File: src/rtl/optical_flow_mac_pkg.sv
// Shared constants and stage-payload type for the optical-flow MAC pipeline.
// The optional saturating mode is enabled with OPTICAL_FLOW_MAC_SAT_EN.
package optical_flow_mac_pkg;

  localparam int DEF_A_WIDTH       = 18;
  localparam int DEF_B_WIDTH       = 18;
  localparam int DEF_P_WIDTH       = 48;
  localparam int DEF_NUM_STAGE     = 4;
  localparam int MIN_NUM_STAGE     = 3;
  localparam int OPERAND_MAX_WIDTH = 32;

  // Operands are held sign-extended to the container width; narrower
  // configurations only ever read the low bits back through a size cast.
  typedef struct packed {
    logic signed [OPERAND_MAX_WIDTH-1:0] a;
    logic signed [OPERAND_MAX_WIDTH-1:0] b;
    logic                                first;
    logic                                last;
    logic                                valid;
  } mac_beat_t;

  // Number of pure delay registers between the product and accumulate stages.
  function automatic int delay_depth(input int num_stage);
    return num_stage - MIN_NUM_STAGE;
  endfunction

endpackage

File: src/rtl/optical_flow_mac_delay.sv
// Parametrised stall-able delay line used between the product and accumulate
// stages of the optical-flow MAC pipeline (OPTICAL_FLOW_MAC_SAT_EN unaffected).
module optical_flow_mac_delay #(
  parameter int WIDTH = 8,
  parameter int DEPTH = 1
) (
  input  logic             clk,
  input  logic             reset_n,
  input  logic             advance,
  input  logic [WIDTH-1:0] din,
  output logic [WIDTH-1:0] dout
);

  if (DEPTH == 0) begin : g_bypass
    assign dout = din;
  end else begin : g_pipe
    logic [WIDTH-1:0] pipe_r [DEPTH];

    // Shift register that moves only when the whole pipeline advances.
    always_ff @(posedge clk or negedge reset_n) begin
      if (!reset_n) begin
        for (int i = 0; i < DEPTH; i++) begin
          pipe_r[i] <= '0;
        end
      end else if (advance) begin
        pipe_r[0] <= din;
        for (int i = 1; i < DEPTH; i++) begin
          pipe_r[i] <= pipe_r[i-1];
        end
      end
    end

    assign dout = pipe_r[DEPTH-1];
  end

endmodule

File: src/rtl/optical_flow_mac_pipe.sv
// Grouped signed multiply-accumulate pipeline with a valid/ready result port.
// Define OPTICAL_FLOW_MAC_SAT_EN for clamping accumulation and the out_sat flag.
module optical_flow_mac_pipe
  import optical_flow_mac_pkg::*;
#(
  parameter int A_WIDTH   = DEF_A_WIDTH,
  parameter int B_WIDTH   = DEF_B_WIDTH,
  parameter int P_WIDTH   = DEF_P_WIDTH,
  parameter int NUM_STAGE = DEF_NUM_STAGE
) (
  input  logic                      clk,
  input  logic                      reset_n,
  input  logic                      in_valid,
  output logic                      in_ready,
  input  logic signed [A_WIDTH-1:0] in_a,
  input  logic signed [B_WIDTH-1:0] in_b,
  input  logic                      in_first,
  input  logic                      in_last,
  output logic                      out_valid,
  input  logic                      out_ready,
  output logic signed [P_WIDTH-1:0] out_p,
  output logic                      out_sat
);

  localparam int PROD_W    = A_WIDTH + B_WIDTH;
  localparam int PAY_W     = PROD_W + 3;
  localparam int DLY_DEPTH = delay_depth(NUM_STAGE);

  if (P_WIDTH < A_WIDTH + B_WIDTH) begin : g_bad_p_width
    $error("optical_flow_mac_pipe: P_WIDTH must be at least A_WIDTH+B_WIDTH");
  end
  if (NUM_STAGE < MIN_NUM_STAGE) begin : g_bad_num_stage
    $error("optical_flow_mac_pipe: NUM_STAGE must be at least 3");
  end
  if (A_WIDTH > OPERAND_MAX_WIDTH || B_WIDTH > OPERAND_MAX_WIDTH) begin : g_bad_operand
    $error("optical_flow_mac_pipe: operand width exceeds OPERAND_MAX_WIDTH");
  end

  logic                      advance_s;
  mac_beat_t                 s1_d_s;
  mac_beat_t                 s1_r;
  logic signed [PROD_W-1:0]  a_ext_s;
  logic signed [PROD_W-1:0]  b_ext_s;
  logic signed [PROD_W-1:0]  prod_s;
  logic        [PAY_W-1:0]   s2_pay_r;
  logic        [PAY_W-1:0]   fin_pay_s;
  logic signed [PROD_W-1:0]  fin_prod_s;
  logic                      fin_first_s;
  logic                      fin_last_s;
  logic                      fin_valid_s;
  logic signed [P_WIDTH-1:0] prod_ext_s;
  logic signed [P_WIDTH-1:0] base_s;
  logic signed [P_WIDTH-1:0] acc_next_s;
  logic signed [P_WIDTH-1:0] acc_r;
  logic signed [P_WIDTH-1:0] out_p_r;
  logic                      out_valid_r;

  // A held result freezes every stage so no bubble or beat is ever dropped.
  assign advance_s = !out_valid_r || out_ready;
  assign in_ready  = advance_s;
  assign out_valid = out_valid_r;
  assign out_p     = out_p_r;

  // Stage 1 input payload, operands sign-extended into the shared struct.
  always_comb begin
    s1_d_s       = '0;
    s1_d_s.a     = OPERAND_MAX_WIDTH'(in_a);
    s1_d_s.b     = OPERAND_MAX_WIDTH'(in_b);
    s1_d_s.first = in_first;
    s1_d_s.last  = in_last;
    s1_d_s.valid = in_valid;
  end

  // Stage 1 register.
  always_ff @(posedge clk or negedge reset_n) begin
    if (!reset_n) begin
      s1_r <= '0;
    end else if (advance_s) begin
      s1_r <= s1_d_s;
    end
  end

  assign a_ext_s = PROD_W'(s1_r.a);
  assign b_ext_s = PROD_W'(s1_r.b);
  assign prod_s  = a_ext_s * b_ext_s;

  // Stage 2 register: full-precision product plus group markers.
  always_ff @(posedge clk or negedge reset_n) begin
    if (!reset_n) begin
      s2_pay_r <= '0;
    end else if (advance_s) begin
      s2_pay_r <= {prod_s, s1_r.first, s1_r.last, s1_r.valid};
    end
  end

  optical_flow_mac_delay #(
    .WIDTH (PAY_W),
    .DEPTH (DLY_DEPTH)
  ) u_delay (
    .clk     (clk),
    .reset_n (reset_n),
    .advance (advance_s),
    .din     (s2_pay_r),
    .dout    (fin_pay_s)
  );

  assign {fin_prod_s, fin_first_s, fin_last_s, fin_valid_s} = fin_pay_s;
  assign prod_ext_s = P_WIDTH'(fin_prod_s);
  // A group start ignores whatever partial sum is still open.
  assign base_s     = fin_first_s ? '0 : acc_r;

`ifdef OPTICAL_FLOW_MAC_SAT_EN
  localparam logic signed [P_WIDTH-1:0] P_MAX = {1'b0, {(P_WIDTH-1){1'b1}}};
  localparam logic signed [P_WIDTH-1:0] P_MIN = {1'b1, {(P_WIDTH-1){1'b0}}};

  logic signed [P_WIDTH:0] sum_wide_s;
  logic                    sat_hit_s;
  logic                    grp_sat_next_s;
  logic                    grp_sat_r;
  logic                    out_sat_r;

  // One guard bit exposes overflow; clamp towards the overflowed direction.
  always_comb begin
    sum_wide_s = {base_s[P_WIDTH-1], base_s} + {prod_ext_s[P_WIDTH-1], prod_ext_s};
    if (sum_wide_s[P_WIDTH] != sum_wide_s[P_WIDTH-1]) begin
      sat_hit_s  = 1'b1;
      acc_next_s = sum_wide_s[P_WIDTH] ? P_MIN : P_MAX;
    end else begin
      sat_hit_s  = 1'b0;
      acc_next_s = sum_wide_s[P_WIDTH-1:0];
    end
    grp_sat_next_s = (fin_first_s ? 1'b0 : grp_sat_r) | sat_hit_s;
  end

  // Sticky per-group clamp flag, published alongside the group result.
  always_ff @(posedge clk or negedge reset_n) begin
    if (!reset_n) begin
      grp_sat_r <= 1'b0;
      out_sat_r <= 1'b0;
    end else if (advance_s && fin_valid_s) begin
      if (fin_last_s) begin
        grp_sat_r <= 1'b0;
        out_sat_r <= grp_sat_next_s;
      end else begin
        grp_sat_r <= grp_sat_next_s;
      end
    end
  end

  assign out_sat = out_sat_r;
`else
  // Plain two's-complement accumulation wraps modulo 2^P_WIDTH.
  always_comb begin
    acc_next_s = base_s + prod_ext_s;
  end

  assign out_sat = 1'b0;
`endif

  // Accumulator and result register; a closing beat empties acc for the next group.
  always_ff @(posedge clk or negedge reset_n) begin
    if (!reset_n) begin
      acc_r       <= '0;
      out_p_r     <= '0;
      out_valid_r <= 1'b0;
    end else if (advance_s) begin
      if (fin_valid_s && fin_last_s) begin
        out_p_r     <= acc_next_s;
        out_valid_r <= 1'b1;
        acc_r       <= '0;
      end else if (fin_valid_s) begin
        acc_r       <= acc_next_s;
        out_valid_r <= 1'b0;
      end else begin
        out_valid_r <= 1'b0;
      end
    end
  end

endmodule

File: config.mk
export PLATFORM = sky130hd
export DESIGN_NAME = optical_flow_mac_pipe
export DESIGN_NICKNAME = d
export VERILOG_FILES = /design/src/rtl/optical_flow_mac_pkg.sv /design/src/rtl/optical_flow_mac_delay.sv /design/src/rtl/optical_flow_mac_pipe.sv
export SDC_FILE = /design/constraint.sdc
export NUM_CORES = 1
export LEC_CHECK = 0
export ABC_AREA = 1
export BUFFER_PORTS_ARGS = -buffer_cell sky130_fd_sc_hd__buf_2
export CAP_MARGIN = 10
export CORE_MARGIN = 2
export CORE_UTILIZATION = 55
export DETAILED_ROUTE_END_ITERATION = 7
export PLACE_DENSITY = 0.72
export SLEW_MARGIN = 20
export SYNTH_ARGS = -nofsm -noshare
export SYNTH_HDL_FRONTEND = slang
export SYNTH_SLANG_ARGS = --single-unit
File: constraint.sdc
create_clock -name clk -period 14.9 [get_ports clk]
set_input_delay 3.725 -clock clk [delete_from_list [all_inputs] [get_ports clk]]
set_output_delay 3.725 -clock clk [all_outputs]
set_load 0.005 [all_outputs]
==> metrics <==
status complete, no violations; Setup Viol. Count Final 0; wire per inst 15.48 um; # resized after CTS 0; proportion of layout cells with a drive suffix above 1 6.394%; fin crit share 57.46%; Synth Flop Type dfrtp_1; clock sink total 214; die height 220.4 um; routed wire length 65.82 mm; CTS Hold Bufs 0; startpoint types input pin; Final Max Slew Viols 0; GPL Wtd Cong 0.9683; Initial Utilization 55.55%; Critical Path Sink Type output pin; Max Cap Viol 0; DRC Markers 0; routed length on met1 29.17 mm; largest net degree at the start of global routing 101; IO Pins 93; maximum root-to-sink buffer count 3; ANT nets after route 0; met2 WL 31.02 mm; CP Max Fanout 48; Syn Std Cell Area 25750 um2; fin util 59.23%; most frequent cells in the layout nand2_1, inv_1, fa_1, dfrtp_1, nor2_1; met3 WL post-DR 4.221 mm; synth warn 0; drt pass-1 iters 8; Root Driver clkbuf_16; Ant. Diodes 0; vias post-DR 21.51k; antenna violations before repair 0; Mean Syn Cell Area 7.130 um2; syn_nets 4124; Slew @ Worst Pin 1.092 ns; Tmin final 8.562 ns; Fin. Hold Viols 0; Seq/Total Area, Yosys 20.79%; GRT overflow 0; max layer used met4; FF+latch area 5355 um2; Max Clock Freq 116.8 MHz; first-pass GRT wire length 110.3 mm; area of the multi-input gates 16500 um2; RSZ-0062 raised after global routing false; vias in the first global route 21.68k; CTS buffer count 26; Critical Path RT 11.18 ns; clock-pin slew on the worst setup and hold paths 0.06 ns; Worst Hold Class flip-flop to flip-flop; Syn Inst Count 3612; Post-synth EDFFs 0; Total GRT Usage 28.80%; Skew-Pair Late Insertion Delay 0.57 ns; clk_skew 0.02948 ns; CP arrival 4.84 ns; Setup Buffers After CTS 0; Slew HR 27.17%; Via-to-Cell Ratio 5.060; synth unique cells 43; setup tns final 0 ns; FF+latch count, synth 214; hpwl dp 52.08 mm; Site Rows 79; commonest non-fill, non-tap cell in the layout nand2_1; synthesis-to-finish area growth 6.617%; CTS tree done; fillcell total 4412; Core Region 46360 um2; Max H-tree Level 1; Port-buffer cells 91; die area 48570 um2; async set or reset register ratio after synthesis 100.0%; Nets 4138; DR iter-0 viols 1638; die span in x 220.4 um; WS Path Type input pin to output pin
-- layer usage --
metal  GRT usage, %  vias up
met4          6.622        0
met1          39.69    10319
met3          3.629       96
li1               -    10477
met5              0        -
met2          48.74      618
-- cell type report --
| type | count | share of cell area, % |
|---|---|---|
| clock buffer | 32 | 2.638 |
| clock inverter | 14 | 0.5240 |
| inverter | 901 | 12.33 |
| multi-input combinational | 2375 | 60.08 |
| sequential | 214 | 19.50 |
| tap | 607 | 2.766 |
| timing repair buffer | 108 | 2.160 |
-- worst max-delay path: stages --
cell,delay (ns)
buf_2,0.10
nor2_4,0.04
buf_4,0.22
inv_4,0.50
buf_2,0.22
-- metrics by stage --
step | cell area (um2) | instances | hold slack [ns] | setup WS (ns)
after CTS | 27460 | 4251 | 0.4671 | 6.332
after detailed placement | 26590 | 4205 | 0.4541 | 6.333
after global placement | 26590 | 4205 | 0.4512 | 6.344
final | 27460 | 4251 | 0.4643 | 6.338
after global routing | 27460 | 4251 | 0.4930 | 6.262
after floorplan | 25750 | 3612 | 0.4422 | 6.762
-- synth_stat cells, drive strengths merged, types with 27 or more instances --
cell type  number  share of area (%)
o21ai          76                1.5
nand3         148                3.0
nand4          27               0.66
dfrtp         214                 21
nor2          191                3.2
ha            140                6.8
clkbuf         91                1.5
nand2        1310                 19
fa            330                 26
inv           900                 13
buf            31               0.58
a21oi          56                1.1
-- state kept, by name, indices dropped and copies added, names as in the netlist --
register / cells
a_ext_s: 18
acc_r: 48
b_ext_s: 18
out_p: 48
out_valid: 1
s1_r: 3
s2_pay_r: 39
u_delay.dout: 39
-- kinds of logic after synthesis --
family          count (synthesis)  share of synthesized area, %
xor+xnor                       29                        0.9862
buf+inv                      1023                         15.20
other cells                     1                       0.01456
simple gates                 1716                         27.22
compound gates                159                         3.338
flops                         214                         20.79
fa+ha+maj                     470                         32.45
-- final timing paths --
path                            cells after the start               end  slack (ns)          from
worst max-delay path                                5          in_ready        6.34     out_ready
worst min-delay path                                2  u_delay.dout[17]        0.46  s2_pay_r[17]
worst max register to register                     20      s2_pay_r[34]        8.48   a_ext_s[17]
worst min register to register                      2  u_delay.dout[17]        0.46  s2_pay_r[17]
max in group asynchronous                           2  u_delay.dout[33]       10.31       reset_n
min in group asynchronous                           1         acc_r[39]        3.23       reset_n
Power is left out: the tool's default activity adds up to more than one toggle a clock period on the data nets, which glitch-free logic cannot reach.
